<file path="src/rtl/pc_sequencer_pkg.sv">
// rtl/pc_sequencer_pkg.sv - shared types and helpers for the CGRA program-counter sequencer
package cgra_pc_pkg;

  typedef enum logic [1:0] {
    ST_IDLE = 2'd0,
    ST_RUN  = 2'd1,
    ST_VECT = 2'd2,
    ST_HALT = 2'd3
  } pc_state_e;

  typedef enum logic [1:0] {
    BR_NONE = 2'd0,
    BR_BNE  = 2'd1,
    BR_BEQ  = 2'd2,
    BR_JMP  = 2'd3
  } br_type_e;

  // Stack entries are sized for the widest supported PC / loop count; the
  // sequencer zero-extends on push and truncates on use.
  localparam int ENTRY_W = 32;

  typedef struct packed {
    logic [ENTRY_W-1:0] addr;
    logic [ENTRY_W-1:0] count;
  } loop_entry_t;

  function automatic logic branch_taken(input br_type_e br, input logic flag_neq);
    logic taken;
    case (br)
      BR_BNE:  taken = flag_neq;
      BR_BEQ:  taken = !flag_neq;
      BR_JMP:  taken = 1'b1;
      default: taken = 1'b0;
    endcase
    return taken;
  endfunction

endpackage

</file>
<file path="src/rtl/pc_sequencer_if.sv">
// rtl/pc_sequencer_if.sv - decode/datapath handshake bundle for the PC sequencer
interface pc_sequencer_if #(
  parameter int PC_W   = 12,
  parameter int VLEN_W = 16,
  parameter int LCNT_W = 16
);
  logic              start;
  logic [PC_W-1:0]   start_pc;
  logic              done_steady;
  logic              is_not_vect;
  logic              is_vstreamout;
  logic              supplier;
  logic [VLEN_W-1:0] vec_len;
  logic [1:0]        br_type;
  logic              flag_neq;
  logic [PC_W-1:0]   br_target;
  logic              is_loop;
  logic [LCNT_W-1:0] loop_count;
  logic              is_endloop;
  logic              is_halt;
  logic [PC_W-1:0]   pc;
  logic [VLEN_W-1:0] vec_idx;
  logic              retire;
  logic              busy;
  logic              halted;
  logic              stack_err;

  // Decode / control side: supplies instruction flags, observes the PC.
  modport master (
    output start, start_pc, done_steady, is_not_vect, is_vstreamout, supplier,
           vec_len, br_type, flag_neq, br_target, is_loop, loop_count,
           is_endloop, is_halt,
    input  pc, vec_idx, retire, busy, halted, stack_err
  );

  // Sequencer side.
  modport slave (
    input  start, start_pc, done_steady, is_not_vect, is_vstreamout, supplier,
           vec_len, br_type, flag_neq, br_target, is_loop, loop_count,
           is_endloop, is_halt,
    output pc, vec_idx, retire, busy, halted, stack_err
  );
endinterface

</file>
<file path="src/rtl/pc_sequencer_loop_stack.sv">
// rtl/pc_sequencer_loop_stack.sv - hardware loop stack of {return addr, remaining count}
module pc_loop_stack
  import cgra_pc_pkg::*;
#(
  parameter int LOOP_DEPTH = 4
) (
  input  logic        clk,
  input  logic        rst,
  input  logic        clear,
  input  logic        push,
  input  logic        pop,
  input  logic        dec_top,
  input  loop_entry_t push_entry,
  output loop_entry_t top,
  output logic        full,
  output logic        empty
);
  localparam int SP_W  = $clog2(LOOP_DEPTH + 1);
  localparam int IDX_W = (LOOP_DEPTH > 1) ? $clog2(LOOP_DEPTH) : 1;

  loop_entry_t       mem_q [LOOP_DEPTH];
  logic [SP_W-1:0]   sp_q;
  logic [IDX_W-1:0]  top_idx;
  logic [IDX_W-1:0]  push_idx;

  assign top_idx  = IDX_W'(sp_q - SP_W'(1));
  assign push_idx = IDX_W'(sp_q);
  assign full     = (sp_q == SP_W'(LOOP_DEPTH));
  assign empty    = (sp_q == '0);
  assign top      = empty ? '0 : mem_q[top_idx];

  // Stack pointer and entry storage; only one operation is honoured per cycle.
  always_ff @(posedge clk) begin
    if (rst || clear) begin
      sp_q <= '0;
    end else if (push && !full) begin
      mem_q[push_idx] <= push_entry;
      sp_q            <= sp_q + SP_W'(1);
    end else if (pop && !empty) begin
      sp_q <= sp_q - SP_W'(1);
    end else if (dec_top && !empty) begin
      mem_q[top_idx].count <= mem_q[top_idx].count - ENTRY_W'(1);
    end
  end

endmodule

</file>
<file path="src/rtl/pc_sequencer.sv">
// rtl/pc_sequencer.sv - CGRA program-counter sequencer with vector and loop control
module pc_sequencer
  import cgra_pc_pkg::*;
#(
  parameter int PC_W       = 12,
  parameter int VLEN_W     = 16,
  parameter int LOOP_DEPTH = 4,
  parameter int LCNT_W     = 16
) (
  input  logic          clk,
  input  logic          rst,
  pc_sequencer_if.slave bus
);

  pc_state_e         state_q, state_d;
  logic [PC_W-1:0]   pc_q, pc_d;
  logic [VLEN_W-1:0] vec_idx_q, vec_idx_d;
  logic              stack_err_q, stack_err_d;
  logic              busy_q, halted_q;
  logic              retire;

  logic              stk_push, stk_pop, stk_dec, stk_clear;
  logic              stk_full, stk_empty;
  loop_entry_t       stk_top, stk_push_entry;

  logic [PC_W-1:0]   pc_inc;
  logic              vect_retire;
  logic              vect_last;
  logic              unused_addr_hi;

  assign pc_inc      = pc_q + PC_W'(1);
  assign vect_retire = bus.done_steady && (!bus.is_vstreamout || bus.supplier);
  // A zero-length vector still occupies one element slot.
  assign vect_last   = (bus.vec_len == '0) ? (vec_idx_q == '0)
                                           : (vec_idx_q == bus.vec_len - VLEN_W'(1));

  // The body restarts at the instruction after the loop-begin; the stored
  // count is the number of further passes still owed.
  assign stk_push_entry = '{addr:  ENTRY_W'(pc_inc),
                            count: ENTRY_W'(bus.loop_count - LCNT_W'(1))};

  // Entry address bits above PC_W are always written as zero.
  assign unused_addr_hi = ^(stk_top.addr >> PC_W);

  pc_loop_stack #(
    .LOOP_DEPTH (LOOP_DEPTH)
  ) u_loop_stack (
    .clk        (clk),
    .rst        (rst),
    .clear      (stk_clear),
    .push       (stk_push),
    .pop        (stk_pop),
    .dec_top    (stk_dec),
    .push_entry (stk_push_entry),
    .top        (stk_top),
    .full       (stk_full),
    .empty      (stk_empty)
  );

  // Next-state, retire and loop-stack control from the current instruction flags.
  always_comb begin
    state_d     = state_q;
    pc_d        = pc_q;
    vec_idx_d   = vec_idx_q;
    stack_err_d = stack_err_q;
    retire      = 1'b0;
    stk_push    = 1'b0;
    stk_pop     = 1'b0;
    stk_dec     = 1'b0;
    stk_clear   = 1'b0;
    case (state_q)
      ST_IDLE, ST_HALT: begin
        if (bus.start) begin
          pc_d      = bus.start_pc;
          state_d   = ST_RUN;
          stk_clear = 1'b1;
        end
      end
      ST_RUN: begin
        if (bus.done_steady) begin
          retire = 1'b1;
          if (bus.is_halt) begin
            state_d = ST_HALT;
          end else if (!bus.is_not_vect) begin
            state_d   = ST_VECT;
            vec_idx_d = '0;
          end else if (bus.is_endloop) begin
            if (stk_empty) begin
              stack_err_d = 1'b1;
              pc_d        = pc_inc;
            end else if (stk_top.count != '0) begin
              stk_dec = 1'b1;
              pc_d    = PC_W'(stk_top.addr);
            end else begin
              stk_pop = 1'b1;
              pc_d    = pc_inc;
            end
          end else if (bus.is_loop) begin
            if (bus.loop_count == '0) begin
              pc_d = bus.br_target;
            end else if (stk_full) begin
              stack_err_d = 1'b1;
              pc_d        = pc_inc;
            end else begin
              stk_push = 1'b1;
              pc_d     = pc_inc;
            end
          end else if (branch_taken(br_type_e'(bus.br_type), bus.flag_neq)) begin
            pc_d = bus.br_target;
          end else begin
            pc_d = pc_inc;
          end
        end
      end
      ST_VECT: begin
        if (vect_retire) begin
          retire = 1'b1;
          if (vect_last) begin
            vec_idx_d = '0;
            pc_d      = pc_inc;
            state_d   = ST_RUN;
          end else begin
            vec_idx_d = vec_idx_q + VLEN_W'(1);
          end
        end
      end
      default: state_d = ST_IDLE;
    endcase
  end

  // Sequencer FSM state and registered status outputs.
  always_ff @(posedge clk) begin
    if (rst) begin
      state_q     <= ST_IDLE;
      pc_q        <= '0;
      vec_idx_q   <= '0;
      stack_err_q <= 1'b0;
      busy_q      <= 1'b0;
      halted_q    <= 1'b0;
    end else begin
      state_q     <= state_d;
      pc_q        <= pc_d;
      vec_idx_q   <= vec_idx_d;
      stack_err_q <= stack_err_d;
      busy_q      <= (state_d == ST_RUN) || (state_d == ST_VECT);
      halted_q    <= (state_d == ST_HALT);
    end
  end

  assign bus.pc        = pc_q;
  assign bus.vec_idx   = vec_idx_q;
  assign bus.retire    = retire;
  assign bus.busy      = busy_q;
  assign bus.halted    = halted_q;
  assign bus.stack_err = stack_err_q;

endmodule

</file>
<file path="src/flat_wrapper.sv">
// flat-port wrapper written by rule: the top's interface ports become plain ports
module pc_sequencer_flat import cgra_pc_pkg::*;
#(
  parameter int PC_W       = 12,
  parameter int VLEN_W     = 16,
  parameter int LOOP_DEPTH = 4,
  parameter int LCNT_W     = 16
)
  (clk, rst, bus_start, bus_start_pc, bus_done_steady, bus_is_not_vect, bus_is_vstreamout, bus_supplier, bus_vec_len, bus_br_type, bus_flag_neq, bus_br_target, bus_is_loop, bus_loop_count, bus_is_endloop, bus_is_halt, bus_pc, bus_vec_idx, bus_retire, bus_busy, bus_halted, bus_stack_err);
  pc_sequencer_if #(.PC_W(PC_W), .VLEN_W(VLEN_W), .LCNT_W(LCNT_W)) bus_i ();
  input  logic clk;
  input  logic rst;
  input wire logic [$bits(bus_i.start)-1:0] bus_start;
  input wire logic [$bits(bus_i.start_pc)-1:0] bus_start_pc;
  input wire logic [$bits(bus_i.done_steady)-1:0] bus_done_steady;
  input wire logic [$bits(bus_i.is_not_vect)-1:0] bus_is_not_vect;
  input wire logic [$bits(bus_i.is_vstreamout)-1:0] bus_is_vstreamout;
  input wire logic [$bits(bus_i.supplier)-1:0] bus_supplier;
  input wire logic [$bits(bus_i.vec_len)-1:0] bus_vec_len;
  input wire logic [$bits(bus_i.br_type)-1:0] bus_br_type;
  input wire logic [$bits(bus_i.flag_neq)-1:0] bus_flag_neq;
  input wire logic [$bits(bus_i.br_target)-1:0] bus_br_target;
  input wire logic [$bits(bus_i.is_loop)-1:0] bus_is_loop;
  input wire logic [$bits(bus_i.loop_count)-1:0] bus_loop_count;
  input wire logic [$bits(bus_i.is_endloop)-1:0] bus_is_endloop;
  input wire logic [$bits(bus_i.is_halt)-1:0] bus_is_halt;
  output wire logic [$bits(bus_i.pc)-1:0] bus_pc;
  output wire logic [$bits(bus_i.vec_idx)-1:0] bus_vec_idx;
  output wire logic [$bits(bus_i.retire)-1:0] bus_retire;
  output wire logic [$bits(bus_i.busy)-1:0] bus_busy;
  output wire logic [$bits(bus_i.halted)-1:0] bus_halted;
  output wire logic [$bits(bus_i.stack_err)-1:0] bus_stack_err;
  assign bus_i.start = bus_start;
  assign bus_i.start_pc = bus_start_pc;
  assign bus_i.done_steady = bus_done_steady;
  assign bus_i.is_not_vect = bus_is_not_vect;
  assign bus_i.is_vstreamout = bus_is_vstreamout;
  assign bus_i.supplier = bus_supplier;
  assign bus_i.vec_len = bus_vec_len;
  assign bus_i.br_type = bus_br_type;
  assign bus_i.flag_neq = bus_flag_neq;
  assign bus_i.br_target = bus_br_target;
  assign bus_i.is_loop = bus_is_loop;
  assign bus_i.loop_count = bus_loop_count;
  assign bus_i.is_endloop = bus_is_endloop;
  assign bus_i.is_halt = bus_is_halt;
  assign bus_pc = bus_i.pc;
  assign bus_vec_idx = bus_i.vec_idx;
  assign bus_retire = bus_i.retire;
  assign bus_busy = bus_i.busy;
  assign bus_halted = bus_i.halted;
  assign bus_stack_err = bus_i.stack_err;
  pc_sequencer #(.PC_W(PC_W), .VLEN_W(VLEN_W), .LOOP_DEPTH(LOOP_DEPTH), .LCNT_W(LCNT_W)) u_core (.clk(clk), .rst(rst), .bus(bus_i));
endmodule
</file>
<file path="config.mk">
export PLATFORM = sky130hd
export DESIGN_NAME = pc_sequencer_flat
export DESIGN_NICKNAME = d
export VERILOG_FILES = /design/src/rtl/pc_sequencer_pkg.sv /design/src/rtl/pc_sequencer_if.sv /design/src/rtl/pc_sequencer_loop_stack.sv /design/src/rtl/pc_sequencer.sv /design/src/flat_wrapper.sv
export SDC_FILE = /design/constraint.sdc
export NUM_CORES = 1
export LEC_CHECK = 0
export BUFFER_PORTS_ARGS = -buffer_cell sky130_fd_sc_hd__buf_2
export CAP_MARGIN = 20
export CORE_MARGIN = 2
export CORE_UTILIZATION = 31
export DETAILED_ROUTE_END_ITERATION = 12
export PLACE_DENSITY = 0.56
export SYNTH_ARGS = -nofsm -noshare
export SYNTH_HDL_FRONTEND = slang
export SYNTH_HIERARCHICAL = 1
export SYNTH_SLANG_ARGS = --single-unit
</file>
<file path="constraint.sdc">
create_clock -name clk -period 11.7 [get_ports clk]
set_input_delay 1.755 -clock clk [delete_from_list [all_inputs] [get_ports clk]]
set_output_delay 1.755 -clock clk [all_outputs]
set_load 0.02 [all_outputs]
</file>
==> reports/summary.txt, run 1 <==
number of violations reported at the end of detailed-routing iteration 0: 515
count of pins on the block boundary: 101
library cell used as clock root buffer: clkbuf_16
count of endpoints failing setup in the final report: 0
met2 usage in global routing: 23.31%
Power Internal: 1.387 mW
count of max-cap constraint violations: 0
antenna violations before repair: 0
result of the run: complete, no violations
dpl cells: 1488
overall die area: 0.03830 mm²
kind of end point of the critical path: flip-flop
largest net degree at the start of global routing: 45
kind of cell with the highest combined delay on the critical path: simple AND/OR/NAND/NOR gates
portion of total power attributed to sequential cells: 46.8%
Worst R2R Start: u_core/u_loop_stack/sp_q[1]$_SDFFE_PP0P_
Critical Path Most Common Cell: buf_4
met1 GRT Util: 19.33%
Total Neg Setup Slack: 0 ns
Resized Gates After CTS: 0
Detail Placement HPWL: 18560 µm
reg-to-reg endpoint: u_core/u_loop_stack/mem_q[2][5]$_DFFE_PP_
arrival time at the worst endpoint: 6.82 ns
met3 Resource Use GR: 2.114%
number of hold buffers added after CTS: 0
Core Area: 0.03643 mm²
via count of the first global-routing pass: 7848
row count: 70
total net switching power: 0.3989 mW
routed via count: 7883
number of standard cells in the final layout excluding fillers: 1532
pwr dens: 134.4 mW/mm²
Detailed Routing Iterations Pass 1: 5
Clk network pwr share: 45.5%
element type at the critical path start: flip-flop
Final Instance Area: 0.01329 mm²
routed wire length: 26990 µm
normalized max-slew margin: 34.20%
nets in the synthesized netlist: 1038
clock-pin slew on the worst setup and hold paths: 0.06 ns
setup repair after global routing missed its margin: false
critical path, cell by cell: inv_1 > ha_2 > buf_4 > mux4_2 > nor2b_1 > nor4_1 > nand4_1 > nor4b_1 > nor4b_1 > nand2_2 > buf_4 > o22ai_1 > o21a_1 > buf_4
total leakage power: 4.462 nW
Hold Path End: u_core/bus.stack_err$_SDFFE_PP0P_
worst hold stages: 2
clk_lat worst skew: 0.54 ns
worst reg2reg setup slack: 5.14 ns
count of buffers added by post-CTS timing repair for setup: 0
Period minus WS final: 6.562 ns
count of port buffers added during placement: 100
critical path class: flip-flop to flip-flop
final clock period utilization by the worst path: 56.09%
skew final: 0.03128 ns
gate count of the mapped netlist: 957
gpl congestion: 0.8448
final max-slew violation count: 0
global-route wire length before repair: 42900 µm
mean area per synthesized cell: 11.90 µm²
Nets: 1127
worst IR drop on VDD: 0.00007178 V
stages on the worst setup path: 14
DR DRC count: 0
Layout area overhead: 16.67%
fmax: 152.4 MHz
Hold Path Origin: u_core/bus.stack_err$_SDFFE_PP0P_
Post-DRT Antenna Nets: 0
CTS tree: built
initial cell density of the core: 31.27%
slowest cell on the critical path: ha_2
x dimension of the die: 195.7 µm
Register-to-Register Path Depth: 14
total buffers and inverters traversed by the critical path: 4
residual overflow from global routing: 0
TritonCTS buffer count: 24
Most Crowded Layer GR: met2
per-cell routed wire length: 17.62 µm
number of levels in the clock H-tree: 1
Clock Sinks: 212
share of layout cells above drive strength 1: 21.90%
Chip Height: 195.7 µm
diodes inserted: 0
switching share of total power: 22.34%
actual slew at the worst max-slew pin: 0.9780 ns
worst hold path class: flip-flop to flip-flop
All-Layer GR Usage: 13.96%
post-place instance area: 0.01243 mm²
slowest stage delay, CP: 0.72 ns
Crit path required time: 11.95 ns
Fin. Hold Viols: 0
number of warning messages in the yosys log: 6
share of total power in combinational logic: 7.7%
CP Max Fanout: 42
per-cell via count in the routed design: 5.146
largest buffer count on any clock path: 3
netlist area before placement: 0.01139 mm²
## worst max path at each step
stage,slack (ns),end,start
2_1_floorplan,4.81,u_core/u_loop_stack/mem_q[3][0]$_DFFE_PP_,u_core/u_loop_stack/sp_q[0]$_SDFFE_PP0P_
3_3_place_gp,5.29,u_core/u_loop_stack/mem_q[2][0]$_DFFE_PP_,u_core/u_loop_stack/sp_q[1]$_SDFFE_PP0P_
3_5_place_dp,5.15,u_core/u_loop_stack/mem_q[2][0]$_DFFE_PP_,u_core/u_loop_stack/sp_q[1]$_SDFFE_PP0P_
4_1_cts,5.12,u_core/u_loop_stack/mem_q[2][4]$_DFFE_PP_,u_core/u_loop_stack/sp_q[1]$_SDFFE_PP0P_
5_1_grt,4.79,u_core/u_loop_stack/mem_q[2][5]$_DFFE_PP_,u_core/u_loop_stack/sp_q[1]$_SDFFE_PP0P_
6_report,5.14,u_core/u_loop_stack/mem_q[2][5]$_DFFE_PP_,u_core/u_loop_stack/sp_q[1]$_SDFFE_PP0P_
## cell usage in the layout (no fill, tap or decap), types with 27 or more instances in the layout
cell type,instances
mux4_2,40
inv_1,29
buf_2,100
nor2b_1,49
nand2_1,64
nor2_1,66
o21ai_0,45
edfxtp_1,176
dfxtp_1,35
xor2_1,31
xnor2_1,53
nand3_1,27
## stage by stage
stage                     power [mW]  util (%)  setup WS [ns]  hold WS (ns)
after floorplan               0.9366         -          4.810        0.4877
after global placement        0.9881     34.10          5.289        0.4918
after detailed placement      0.9881     34.10          5.149        0.4884
after CTS                      1.804     36.48          5.118        0.5023
after global routing           1.852     36.48          4.787        0.5437
final                          1.786     36.48          5.138        0.5050
## flip-flops by register name (all words and copies together) (netlist names)
signal / cells
u_core/bus.vec_idx: 16
u_core/bus.halted: 1
u_core/state_q: 2
u_core/u_loop_stack/sp_q: 3
u_core/u_loop_stack/mem_q: 176
u_core/bus.stack_err: 1
u_core/bus.pc: 12
u_core/bus.busy: 1
## worst reg2reg max path: cells and delay by family (launching register included)
kind	cells	cell delay, ns
compound gates	2	0.47
buf+inv	4	1.73
flops	1	0.54
simple gates	6	2.30
mux	1	0.51
fa+ha+maj	1	0.72
## layout make-up
type                            count  area [µm²]
Fill cell                        3594       23140
Sequential cell                   212        6010
Multi-Input combinational cell    668        5139
Clock buffer                       26       608.1
Tap cell                          468       585.6
Timing Repair Buffer              111       583.1
Clock inverter                     18       257.7
Inverter                           29       108.9
## power groups by stage
stage               Sequential, mW  Combinational, mW  Clock, mW
global route                 0.836              0.153      0.862
floorplan                    0.856             0.0802          0
detailed placement           0.852              0.136          0
finish                       0.836              0.138      0.812
global placement             0.852              0.136          0
CTS                          0.836              0.137      0.831
## routing by layer
metal | vias up | part of all wire, %
met5 | - | 0
met4 | 0 | 1.6
met3 | 33 | 5.1
met2 | 206 | 47
met1 | 3842 | 47
li1 | 3802 | -
Note: power is estimated with default switching activity, not from simulation.
==> run 2: changes to the inputs <==
clock period = 6.7 ns   (was 11.7 ns; I/O delays follow)
==> run 2 against run 1 <==
Against the previous run:
- first-iteration DRC count is 21% higher
- worst setup slack worse by 3.8 ns
- final cell count down 0.20%
- core utilization is 0.18 points lower
- count of clock-buffer cells in the layout is the same
- routed wire length increased by 2.4%
- via count hardly changed
- sequential power rose by 75%
- sequential share of layout area rose by 0.22 points
- non-clock buffer count did not move
- largest cell class unchanged
- highest routed layer unchanged
==> reports/summary.txt, run 2 (synthesis results as in run 1) <==
result of the run: complete, no violations
worst reg2reg setup slack: 1.31 ns
routed via count: 7889
x dimension of the die: 195.7 µm
antenna violations before repair: 0
DR DRC count: 0
Resized Gates After CTS: 0
most common cell after layout, fill and taps aside: edfxtp_1
gpl congestion: 0.8510
clock-pin slew on the worst setup and hold paths: 0.07 ns
setup repair after global routing missed its margin: false
crit path launch: u_core/u_loop_stack/sp_q[1]$_SDFFE_PP0P_
total leakage power: 4.427 nW
count of max-cap constraint violations: 0
uppermost layer routed: met4
TritonCTS buffer count: 23
largest buffer count on any clock path: 3
via count of the first global-routing pass: 7970
Clk network pwr share: 43.4%
Final Instance Area: 0.01323 mm²
slowest cell on the critical path: ha_2
share of layout cells above drive strength 1: 21.49%
Post-DRT Antenna Nets: 0
critical path class: flip-flop to flip-flop
Chip Height: 195.7 µm
number of hold buffers added after CTS: 0
Core Area: 0.03643 mm²
per-cell via count in the routed design: 5.160
kind of end point of the critical path: flip-flop
element type at the critical path start: flip-flop
kind of cell with the highest combined delay on the critical path: simple AND/OR/NAND/NOR gates
worst-case setup margin in the final layout: 1.305 ns
switching share of total power: 22.87%
initial cell density of the core: 31.27%
Layout area overhead: 16.10%
overall power consumption: 3.006 mW
routed metal-1 wirelength: 12960 µm
number of levels in the clock H-tree: 1
number of violations reported at the end of detailed-routing iteration 0: 621
overall die area: 0.03830 mm²
actual slew at the worst max-slew pin: 0.9748 ns
final max-slew violation count: 0
count of buffers added by post-CTS timing repair for setup: 0
pwr dens: 227.3 mW/mm²
CP Max Fanout: 25
per-cell routed wire length: 18.08 µm
number of flip-flops under the largest register name: 176
most frequent cells in the layout: edfxtp_1 (176), buf_2 (100), nor2_1 (66), nand2_1 (64), xnor2_1 (53)
count of port buffers added during placement: 100
worst slack at placement: 1.272 ns
post-place instance area: 0.01245 mm²
Total Neg Setup Slack: 0 ns
routed wire length: 27650 µm
global-route wire length before repair: 44420 µm
clk_lat worst skew: 0.52 ns
total buffers and inverters traversed by the critical path: 4
number of fill cells in the layout: 3595
met2 wire length: 12810 µm
Worst R2R Start: u_core/u_loop_stack/sp_q[1]$_SDFFE_PP0P_
diodes inserted: 0
Power Internal: 2.318 mW
capturing element of the worst setup path: u_core/u_loop_stack/mem_q[0][12]$_DFFE_PP_
library cell used as clock root buffer: clkbuf_16
share of total power in combinational logic: 8.1%
most flop-heavy register: u_core/u_loop_stack/mem_q
reg-to-reg endpoint: u_core/u_loop_stack/mem_q[0][12]$_DFFE_PP_
Clock Sinks: 212
All-Layer GR Usage: 14.45%
skew final: 0.02247 ns
worst IR drop on VDD: 0.0001515 V
portion of total power attributed to sequential cells: 48.5%
fmax: 185.4 MHz
detailed-routed wire length on met3: 1447 µm
Register-to-Register Path Depth: 14
normalized max-slew margin: 34.53%
final clock period utilization by the worst path: 80.52%
largest net degree at the start of global routing: 65
count of pins on the block boundary: 101
slowest stage delay, CP: 0.79 ns
worst hold path class: flip-flop to flip-flop
residual overflow from global routing: 0
row count: 70
Fin. Hold Viols: 0
stages on the worst setup path: 14
final core utilization: 36.30%
Detail Placement HPWL: 18800 µm
total net switching power: 0.6873 mW
Detailed Routing Iterations Pass 1: 5
critical path, cell by cell: inv_1 > ha_2 > buf_12 > mux4_2 > inv_1 > nor2_1 > nor4_1 > nand4_1 > nor4b_1 > nor4b_1 > nand3_1 > o21ai_0 > o21a_1 > buf_4
Period minus WS final: 5.395 ns
count of endpoints failing setup in the final report: 0
Nets: 1126
Crit path required time: 6.94 ns
arrival time at the worst endpoint: 5.63 ns
CTS tree: built
==> run 2: worst min-delay path, cell delays in order, from the launching register on <==
cell and delay (ns):
dfxtp_1 0.34, nand2b_1 0.07, o21ai_0 0.06
==> run 2: layout make-up <==
| cell class | instances | area, µm² | area share (%) |
|---|---|---|---|
| sequential | 212 | 6010 | 45.44 |
| clock buffer | 26 | 586.8 | 4.437 |
| multi-input combinational | 668 | 5139 | 38.85 |
| clock inverter | 15 | 188.9 | 1.428 |
| timing repair buffer | 111 | 608.1 | 4.597 |
| inverter | 29 | 108.9 | 0.8230 |
| tap | 468 | 585.6 | 4.427 |
==> run 2: metrics by stage <==
stage          std cells  hold slack (ns)
2_1_floorplan        957           0.4877
3_3_place_gp        1488           0.4895
3_5_place_dp        1488           0.5104
4_1_cts             1529           0.5202
5_1_grt             1529           0.5604
6_report            1529           0.5264
==> run 2: worst min-delay path by stage <==
stage / start / endpoint / slack, ns / cells past startpoint
floorplan: u_core/u_loop_stack/sp_q[2]$_SDFFE_PP0P_ / u_core/u_loop_stack/sp_q[2]$_SDFFE_PP0P_ / 0.49 / 1
global placement: u_core/bus.pc[11]$_SDFFE_PP0P_ / u_core/bus.pc[11]$_SDFFE_PP0P_ / 0.49 / 2
detailed placement: u_core/bus.pc[11]$_SDFFE_PP0P_ / u_core/bus.pc[11]$_SDFFE_PP0P_ / 0.51 / 2
CTS: u_core/bus.pc[11]$_SDFFE_PP0P_ / u_core/bus.pc[11]$_SDFFE_PP0P_ / 0.52 / 2
global route: u_core/bus.pc[11]$_SDFFE_PP0P_ / u_core/bus.pc[11]$_SDFFE_PP0P_ / 0.56 / 2
finish: u_core/bus.pc[9]$_SDFFE_PP0P_ / u_core/bus.pc[9]$_SDFFE_PP0P_ / 0.53 / 2
==> run 2: metal layers <==
layer / GRT usage, % / up-vias
met5: 0 / -
met4: 2.890 / 0
met3: 2.390 / 35
met2: 23.92 / 214
met1: 20.13 / 3832
li1: - / 3808
==> run 2: power groups by stage <==
stage | combinational, mW | clock, mW | sequential [mW]
finish | 0.243 | 1.30 | 1.46
global route | 0.270 | 1.39 | 1.46
CTS | 0.242 | 1.33 | 1.46
detailed placement | 0.241 | 0 | 1.49
global placement | 0.238 | 0 | 1.49
floorplan | 0.140 | 0 | 1.50
